File: config.mk
export PLATFORM = sky130hd
export DESIGN_NAME = iob_pcie_chnl_drv
export DESIGN_NICKNAME = d
export VERILOG_FILES = /design/src/rtl/iob_pcie_chnl_drv_pkg.sv /design/src/rtl/iob_pcie_chnl_wcnt.sv /design/src/rtl/iob_pcie_chnl_drv.sv
export SDC_FILE = /design/constraint.sdc
export NUM_CORES = 1
export LEC_CHECK = 0
export BUFFER_PORTS_ARGS = -buffer_cell sky130_fd_sc_hd__buf_2
export CAP_MARGIN = 25
export CORE_AREA = 2 2 195 197
export DETAILED_ROUTE_END_ITERATION = 8
export DIE_AREA = 0 0 197 199
export GPL_TIMING_DRIVEN = 0
export PLACE_DENSITY = 0.61
export SYNTH_ARGS = -nofsm -noshare
export SYNTH_HDL_FRONTEND = slang
export SYNTH_HIERARCHICAL = 1
export SYNTH_SLANG_ARGS = --single-unit
File: constraint.sdc
create_clock -name clk -period 4.9 [get_ports clk]
set_clock_uncertainty 0.15 [all_clocks]
set_input_delay 0.49 -clock clk [delete_from_list [all_inputs] [get_ports clk]]
set_output_delay 0.49 -clock clk [all_outputs]
set_load 0.1 [all_outputs]
File: src/rtl/iob_pcie_chnl_drv_pkg.sv
// Shared state encodings and beat sizing for the RIFFA-style channel driver.
// Optional ACK timeout is enabled by defining IOB_PCIE_CHNL_DRV_TIMEOUT_EN.
package iob_pcie_chnl_drv_pkg;

    typedef enum logic [1:0] {
        O_IDLE = 2'd0,
        O_REQ  = 2'd1,
        O_DATA = 2'd2
    } o_state_t;

    typedef enum logic [1:0] {
        I_IDLE = 2'd0,
        I_ACK  = 2'd1,
        I_DATA = 2'd2,
        I_DONE = 2'd3
    } i_state_t;

    // Number of 32-bit words carried by one data-bus beat.
    function automatic int beat_words(input int data_width);
        return data_width / 32;
    endfunction

endpackage

File: src/rtl/iob_pcie_chnl_wcnt.sv
// Transfer word counter: clears at transfer start, advances by one beat's
// worth of words, and flags the beat that reaches or passes the length.
module iob_pcie_chnl_wcnt #(
    parameter int LEN_W = 32,
    parameter int INC   = 2
) (
    input  logic             clk,
    input  logic             rst,
    input  logic             clr,
    input  logic             beat,
    input  logic [LEN_W-1:0] len,
    output logic             hit
);

    logic [LEN_W-1:0] cnt_q, cnt_d;
    logic [LEN_W:0]   sum;

    // One extra bit keeps the sum from wrapping before the compare.
    assign sum = {1'b0, cnt_q} + (LEN_W+1)'(INC);
    assign hit = (sum >= {1'b0, len});

    always_comb begin
        cnt_d = cnt_q;
        if (clr) begin
            cnt_d = '0;
        end else if (beat) begin
            cnt_d = sum[LEN_W-1:0];
        end
    end

    always_ff @(posedge clk or posedge rst) begin
        if (rst) begin
            cnt_q <= '0;
        end else begin
            cnt_q <= cnt_d;
        end
    end

endmodule

File: src/rtl/iob_pcie_chnl_drv.sv
// Channel driver: independent outbound (command/stream -> CHNL_RX) and inbound
// (CHNL_TX -> stream) engines. IOB_PCIE_CHNL_DRV_TIMEOUT_EN adds an ACK timeout.
module iob_pcie_chnl_drv
    import iob_pcie_chnl_drv_pkg::*;
#(
    parameter int C_PCI_DATA_WIDTH = 64,
    parameter int LEN_W            = 32,
    parameter int OFF_W            = 31,
    parameter int ACK_TIMEOUT      = 1024
) (
    input  logic                        clk,
    input  logic                        rst,
    input  logic                        cmd_valid,
    output logic                        cmd_ready,
    input  logic [LEN_W-1:0]            cmd_len,
    input  logic [OFF_W-1:0]            cmd_off,
    input  logic                        cmd_last,
    input  logic [C_PCI_DATA_WIDTH-1:0] s_data,
    input  logic                        s_valid,
    output logic                        s_ready,
    output logic [C_PCI_DATA_WIDTH-1:0] m_data,
    output logic                        m_valid,
    input  logic                        m_ready,
    output logic [LEN_W-1:0]            done_len,
    output logic                        done_pulse,
    output logic                        err_timeout,
    output logic                        CHNL_RX,
    input  logic                        CHNL_RX_ACK,
    output logic                        CHNL_RX_LAST,
    output logic [LEN_W-1:0]            CHNL_RX_LEN,
    output logic [OFF_W-1:0]            CHNL_RX_OFF,
    output logic [C_PCI_DATA_WIDTH-1:0] CHNL_RX_DATA,
    output logic                        CHNL_RX_DATA_VALID,
    input  logic                        CHNL_RX_DATA_REN,
    input  logic                        CHNL_TX,
    output logic                        CHNL_TX_ACK,
    input  logic                        CHNL_TX_LAST,
    input  logic [LEN_W-1:0]            CHNL_TX_LEN,
    input  logic [OFF_W-1:0]            CHNL_TX_OFF,
    input  logic [C_PCI_DATA_WIDTH-1:0] CHNL_TX_DATA,
    input  logic                        CHNL_TX_DATA_VALID,
    output logic                        CHNL_TX_DATA_REN
);

    localparam int INC = beat_words(C_PCI_DATA_WIDTH);

    o_state_t         o_state_q, o_state_d;
    logic [LEN_W-1:0] o_len_q, o_len_d;
    logic [OFF_W-1:0] o_off_q, o_off_d;
    logic             o_last_q, o_last_d;
    logic             o_clr, o_beat, o_hit, o_tmo;

    i_state_t         i_state_q, i_state_d;
    logic [LEN_W-1:0] i_len_q, i_len_d;
    logic [LEN_W-1:0] done_len_q, done_len_d;
    logic             tx_armed_q, tx_armed_d;
    logic             i_clr, i_beat, i_hit;

    // Inbound offset/last are informational only for this sink.
    logic unused_tx_hdr;
    assign unused_tx_hdr = ^{CHNL_TX_LAST, CHNL_TX_OFF};

    iob_pcie_chnl_wcnt #(.LEN_W(LEN_W), .INC(INC)) u_o_wcnt (
        .clk  (clk),
        .rst  (rst),
        .clr  (o_clr),
        .beat (o_beat),
        .len  (o_len_q),
        .hit  (o_hit)
    );

    iob_pcie_chnl_wcnt #(.LEN_W(LEN_W), .INC(INC)) u_i_wcnt (
        .clk  (clk),
        .rst  (rst),
        .clr  (i_clr),
        .beat (i_beat),
        .len  (i_len_q),
        .hit  (i_hit)
    );

`ifdef IOB_PCIE_CHNL_DRV_TIMEOUT_EN
    localparam int TMO_W = $clog2(ACK_TIMEOUT + 1);

    logic [TMO_W-1:0] tmo_q, tmo_d;
    logic             err_q, err_d;

    assign o_tmo = (o_state_q == O_REQ) && !CHNL_RX_ACK &&
                   (tmo_q == TMO_W'(ACK_TIMEOUT));

    always_comb begin
        tmo_d = '0;
        err_d = err_q;
        if (o_state_q == O_REQ) begin
            tmo_d = tmo_q + TMO_W'(1);
        end
        if (o_tmo) begin
            err_d = 1'b1;
        end
    end

    always_ff @(posedge clk or posedge rst) begin
        if (rst) begin
            tmo_q <= '0;
            err_q <= 1'b0;
        end else begin
            tmo_q <= tmo_d;
            err_q <= err_d;
        end
    end

    assign err_timeout = err_q;
`else
    localparam int unused_ack_timeout = ACK_TIMEOUT;

    assign o_tmo       = 1'b0;
    assign err_timeout = 1'b0;
`endif

    always_comb begin
        o_state_d          = o_state_q;
        o_len_d            = o_len_q;
        o_off_d            = o_off_q;
        o_last_d           = o_last_q;
        o_clr              = 1'b0;
        o_beat             = 1'b0;
        cmd_ready          = 1'b0;
        CHNL_RX            = 1'b0;
        CHNL_RX_DATA_VALID = 1'b0;
        s_ready            = 1'b0;
        case (o_state_q)
            O_IDLE: begin
                cmd_ready = 1'b1;
                if (cmd_valid) begin
                    o_len_d   = cmd_len;
                    o_off_d   = cmd_off;
                    o_last_d  = cmd_last;
                    o_clr     = 1'b1;
                    o_state_d = O_REQ;
                end
            end
            O_REQ: begin
                CHNL_RX = 1'b1;
                if (CHNL_RX_ACK) begin
                    o_state_d = (o_len_q == '0) ? O_IDLE : O_DATA;
                end else if (o_tmo) begin
                    o_state_d = O_IDLE;
                end
            end
            O_DATA: begin
                CHNL_RX            = 1'b1;
                CHNL_RX_DATA_VALID = s_valid;
                s_ready            = CHNL_RX_DATA_REN;
                o_beat             = s_valid & CHNL_RX_DATA_REN;
                if (o_beat && o_hit) begin
                    o_state_d = O_IDLE;
                end
            end
            default: o_state_d = O_IDLE;
        endcase
    end

    always_comb begin
        i_state_d        = i_state_q;
        i_len_d          = i_len_q;
        done_len_d       = done_len_q;
        tx_armed_d       = tx_armed_q | ~CHNL_TX;
        i_clr            = 1'b0;
        i_beat           = 1'b0;
        CHNL_TX_ACK      = 1'b0;
        CHNL_TX_DATA_REN = 1'b0;
        m_valid          = 1'b0;
        done_pulse       = 1'b0;
        case (i_state_q)
            I_IDLE: begin
                // A request still high from the last transfer must drop first.
                if (CHNL_TX && tx_armed_q) begin
                    i_len_d    = CHNL_TX_LEN;
                    i_clr      = 1'b1;
                    tx_armed_d = 1'b0;
                    i_state_d  = I_ACK;
                end
            end
            I_ACK: begin
                CHNL_TX_ACK = 1'b1;
                i_state_d   = (i_len_q == '0) ? I_DONE : I_DATA;
            end
            I_DATA: begin
                CHNL_TX_DATA_REN = m_ready;
                m_valid          = CHNL_TX_DATA_VALID;
                i_beat           = CHNL_TX_DATA_VALID & m_ready;
                if (i_beat && i_hit) begin
                    i_state_d = I_DONE;
                end
            end
            I_DONE: begin
                done_pulse = 1'b1;
                i_state_d  = I_IDLE;
            end
            default: i_state_d = I_IDLE;
        endcase
        if (i_state_d == I_DONE && i_state_q != I_DONE) begin
            done_len_d = i_len_q;
        end
    end

    always_ff @(posedge clk or posedge rst) begin
        if (rst) begin
            o_state_q  <= O_IDLE;
            o_len_q    <= '0;
            o_off_q    <= '0;
            o_last_q   <= 1'b0;
            i_state_q  <= I_IDLE;
            i_len_q    <= '0;
            done_len_q <= '0;
            tx_armed_q <= 1'b1;
        end else begin
            o_state_q  <= o_state_d;
            o_len_q    <= o_len_d;
            o_off_q    <= o_off_d;
            o_last_q   <= o_last_d;
            i_state_q  <= i_state_d;
            i_len_q    <= i_len_d;
            done_len_q <= done_len_d;
            tx_armed_q <= tx_armed_d;
        end
    end

    assign CHNL_RX_LEN  = o_len_q;
    assign CHNL_RX_OFF  = o_off_q;
    assign CHNL_RX_LAST = o_last_q;
    assign CHNL_RX_DATA = s_data;
    assign m_data       = CHNL_TX_DATA;
    assign done_len     = done_len_q;

endmodule
==> summary.md <==
| Metric | Value |
|---|---|
| Run status | `finished clean` |
| Async SR Flop Fraction | `100%` |
| DIE AREA | `39200 um2` |
| Worst Hold Class | `in -> reg` |
| Worst EP required | `5.11 ns` |
| Fill count | `3722` |
| Maximum clock frequency | `0.214 GHz` |
| Worst skew pair latency | `0.44 ns` |
| Initial Util | `32.1%` |
| YS warnings | `6` |
| Worst slew margin | `46.4%` |
| Cell Pwr Density | `692 nW/um2` |
| Placer Congestion | `0.842` |
| Worst Path Max Fanout | `10` |
| Worst-path cell chain | `ha_1 > nand3_2 > nor4_4 > and3_1 > buf_2 > nand2_1 > xnor2_1 > ha_1 > and4_1 > nand4_1 > or3_1 > o221ai_1 > a31o_1 > a21oi_4 > nor2_1 > buf_2 > o2bb2ai_1` |
| Min-Delay Endpoint | `tx_armed_q$_DFF_PP1_` |
| Post-synthesis instance area | `11900 um2` |
| CTS tree | `built` |
| FF-to-FF path depth | `17` |
| Core Box Area | `37100 um2` |
| Vias per inst | `4.76` |
| Syn avg cell area | `10.1 um2` |
| Dominant cell type by area after synthesis | `dfrtp_1` |
| CP Launch Type | `register` |
| Post-DP HPWL | `26400 um` |
| Peak VDD IR | `0.000310 V` |
| Distinct cells, synth | `56` |
| Overall Global Routing Usage | `16.4%` |
| Congestion Overflow GR | `0` |
| CP Data Arrival Time | `4.88 ns` |
| Hold wc startpoint | `CHNL_TX` |
| Post-route cell area | `14900 um2` |
| R2r setup slk | `0.23 ns` |
| Clock Path Buffers | `2` |
| Pwr Total | `10.3 mW` |
| Post-route ant nets | `0` |
| H-tree Lvls | `4` |
| Clk root buf | `clkbuf_16` |
| Top cell type's share of synthesized area | `40.8%` |
| Synth area leaders | `dfrtp_1 41%, mux2_2 9.1%, buf_4 8.2%, ha_1 7.6%, xor2_1 4.9%` |
| CP Capture Type | `register` |
| # clock sinks | `195` |
| WHS Path Cells | `2` |
| Clock Pin Slew Worst Setup and Hold Paths | `0.08 ns` |
| DR vias | `9653` |
| Synthesized net count | `1515` |
| Worst path max stage delay | `0.45 ns` |
| Setup WS post-layout | `0.228 ns` |
| Worst reg2reg startpoint | `u_i_wcnt/cnt_q[1]$_DFFE_PP0N_` |
| Crit Path Class | `reg -> reg` |
| Slowest cell on the critical path | `dfrtp_1` |
| Std-Cell Rows | `71` |
| Ports | `498` |
| Setup slack at placement | `-0.0659 ns` |
| Main flop type after synthesis | `dfrtp_1` |
| Final min period | `4.67 ns` |
| First-pass GRT wire length | `49900 um` |
| Initial DRC Count | `570` |
| Post-synth EDFFs | `0` |
| Final Hold Fails | `0` |
| Post-Layout Cell Count | `2026` |
| Initial antenna violation count | `1` |
| Lkg Pwr | `7.62 nW` |
| Setup TNS | `0 ns` |
| Most common cell in the netlist | `dfrtp_1` |
| R2r endpoint | `done_len[13]$_DFFE_PP0P_` |
| Die X | `197 um` |
| CTS Buf Count | `17` |
| Post-Place Cell Area | `14300 um2` |
| RSZ-0062 raised after global routing | `no` |
| Max-Cap Viols | `0` |
| Wire length per cell | `16.3 um` |
| Placed cells | `1991` |
| Die Y | `199 um` |
| Residual DRC | `0` |
| IO Port Bufs | `336` |
| Final setup violation count | `0` |
| Sequential share of the synthesized area | `41.0%` |
| Max Slew Vio Count | `0` |
| Share of layout cells above drive strength 1 | `40.9%` |
| Synth top cells by count | `194 x dfrtp_1, 130 x buf_4, 96 x mux2_2` |
| Final wirelength | `33000 um` |
| Nets | `1875` |
| Worst slew pin tran | `0.804 ns` |
| Pin count of the biggest net entering global routing | `96` |
| Mapped Cells | `1178` |
| Layout Area Growth over Synthesis | `25.2%` |
| Vias in the first global route | `9166` |
| Final Cycle Share | `95.4%` |
| Seq cells post-synth | `195` |
| TritonRoute pass-1 iters | `5` |
## layout by cell type, fill, tap and decap left out, drive strengths merged, types with 3 or more instances in the layout
master / instances
buf: 485
o21ai: 48
and3: 24
a211oi: 4
nor2: 80
a21oi: 28
inv: 86
nor4: 25
a21o: 8
clkbuf: 46
xor2: 66
mux2i: 3
and4: 4
or3: 10
nand3: 45
nor3: 6
nand4: 33
o2bb2ai: 31
o21a: 7
mux2: 96
nand2: 61
ha: 72
xnor2: 44
clkinv: 4
and2: 10
dfrtp: 194
## area by class of cell
cell class | count | area, um2 | share of cell area, %
clock inverter | 13 | 163 | 1.09
tap | 474 | 593 | 3.98
inverter | 79 | 302 | 2.02
clock buffer | 19 | 443 | 2.97
multi-input combinational | 732 | 5590 | 37.5
sequential | 195 | 4880 | 32.7
timing repair buffer | 342 | 1790 | 12.0
antenna | 1 | 2.50 | 0.0168
buffer | 171 | 1150 | 7.70
## report_power, final
part	internal (mW)	switching [mW]	total, mW
sequential	2.18	0.559	2.74
combinational	1.29	4.83	6.12
clock	0.787	0.682	1.47
## per-layer routing
| metal | up-vias | global-route usage, % | share of wire, % |
|---|---|---|---|
| met5 | - | 0 | 0 |
| met4 | 0 | 5.15 | 1.9 |
| met3 | 28 | 3.41 | 5.1 |
| met2 | 276 | 28.7 | 52 |
| met1 | 4703 | 20.1 | 41 |
| li1 | 4646 | - | - |
## state kept, by name (all words and copies together), names as in the netlist
name / flops
o_state_q: 2
u_i_wcnt/cnt_q: 31
done_len: 32
tx_armed_q: 1
i_state_q: 2
CHNL_RX_LAST: 1
u_o_wcnt/cnt_q: 31
CHNL_RX_LEN: 32
i_len_q: 32
CHNL_RX_OFF: 31
## worst max path at each step
stage / end / start
floorplan: CHNL_RX_LAST$_DFFE_PP0P_ / rst
global placement: CHNL_RX_LEN[4]$_DFFE_PP0P_ / rst
detailed placement: done_len[14]$_DFFE_PP0P_ / u_i_wcnt/cnt_q[4]$_DFFE_PP0N_
CTS: done_len[30]$_DFFE_PP0P_ / u_i_wcnt/cnt_q[4]$_DFFE_PP0N_
global route: done_len[13]$_DFFE_PP0P_ / u_i_wcnt/cnt_q[1]$_DFFE_PP0N_
finish: done_len[13]$_DFFE_PP0P_ / u_i_wcnt/cnt_q[1]$_DFFE_PP0N_
## timing repair
item | in CTS | in global routing
pin swaps | 0 | 1
hold buffers | 1 | 0
gates resized for setup | 1 | 5
endpoints found under the setup margin | 30 | 31
setup buffers | 0 | 2
endpoints found under the hold margin | 38 | 0
## through the flow
stage | hold WS [ns] | util (%)
after floorplan | 0.317 | -
after global placement | 0.327 | 38.2
after detailed placement | 0.338 | 38.4
after CTS | 0.0426 | 40.1
after global routing | 0.0566 | 40.2
final | 0.0876 | 40.2
## kinds of logic (layout without fill, tap and decap cells)
kind of cell             Yosys count  count (layout)  share of synthesized area, %
AO/OA/AOI/OAI                    143             143                          7.88
multiplexers                      99              99                          9.33
buffers and inverters            251             624                          12.1
other                              1               2                        0.0315
AND/OR/NAND/NOR                  307             307                          13.9
adder cells (fa/ha/maj)           72              72                          7.57
XOR/XNOR                         110             110                          8.09
flip-flops                       195             195                          41.0
## worst max-delay path: cells and delay by family (launching register included)
kind | cells | cell delay [ns]
XOR/XNOR | 1 | 0.13
buffers and inverters | 2 | 0.50
adder cells (fa/ha/maj) | 2 | 0.58
flip-flops | 1 | 0.45
AND/OR/NAND/NOR | 8 | 2.01
AO/OA/AOI/OAI | 4 | 0.75
Note: power is estimated with default switching activity, not from simulation.
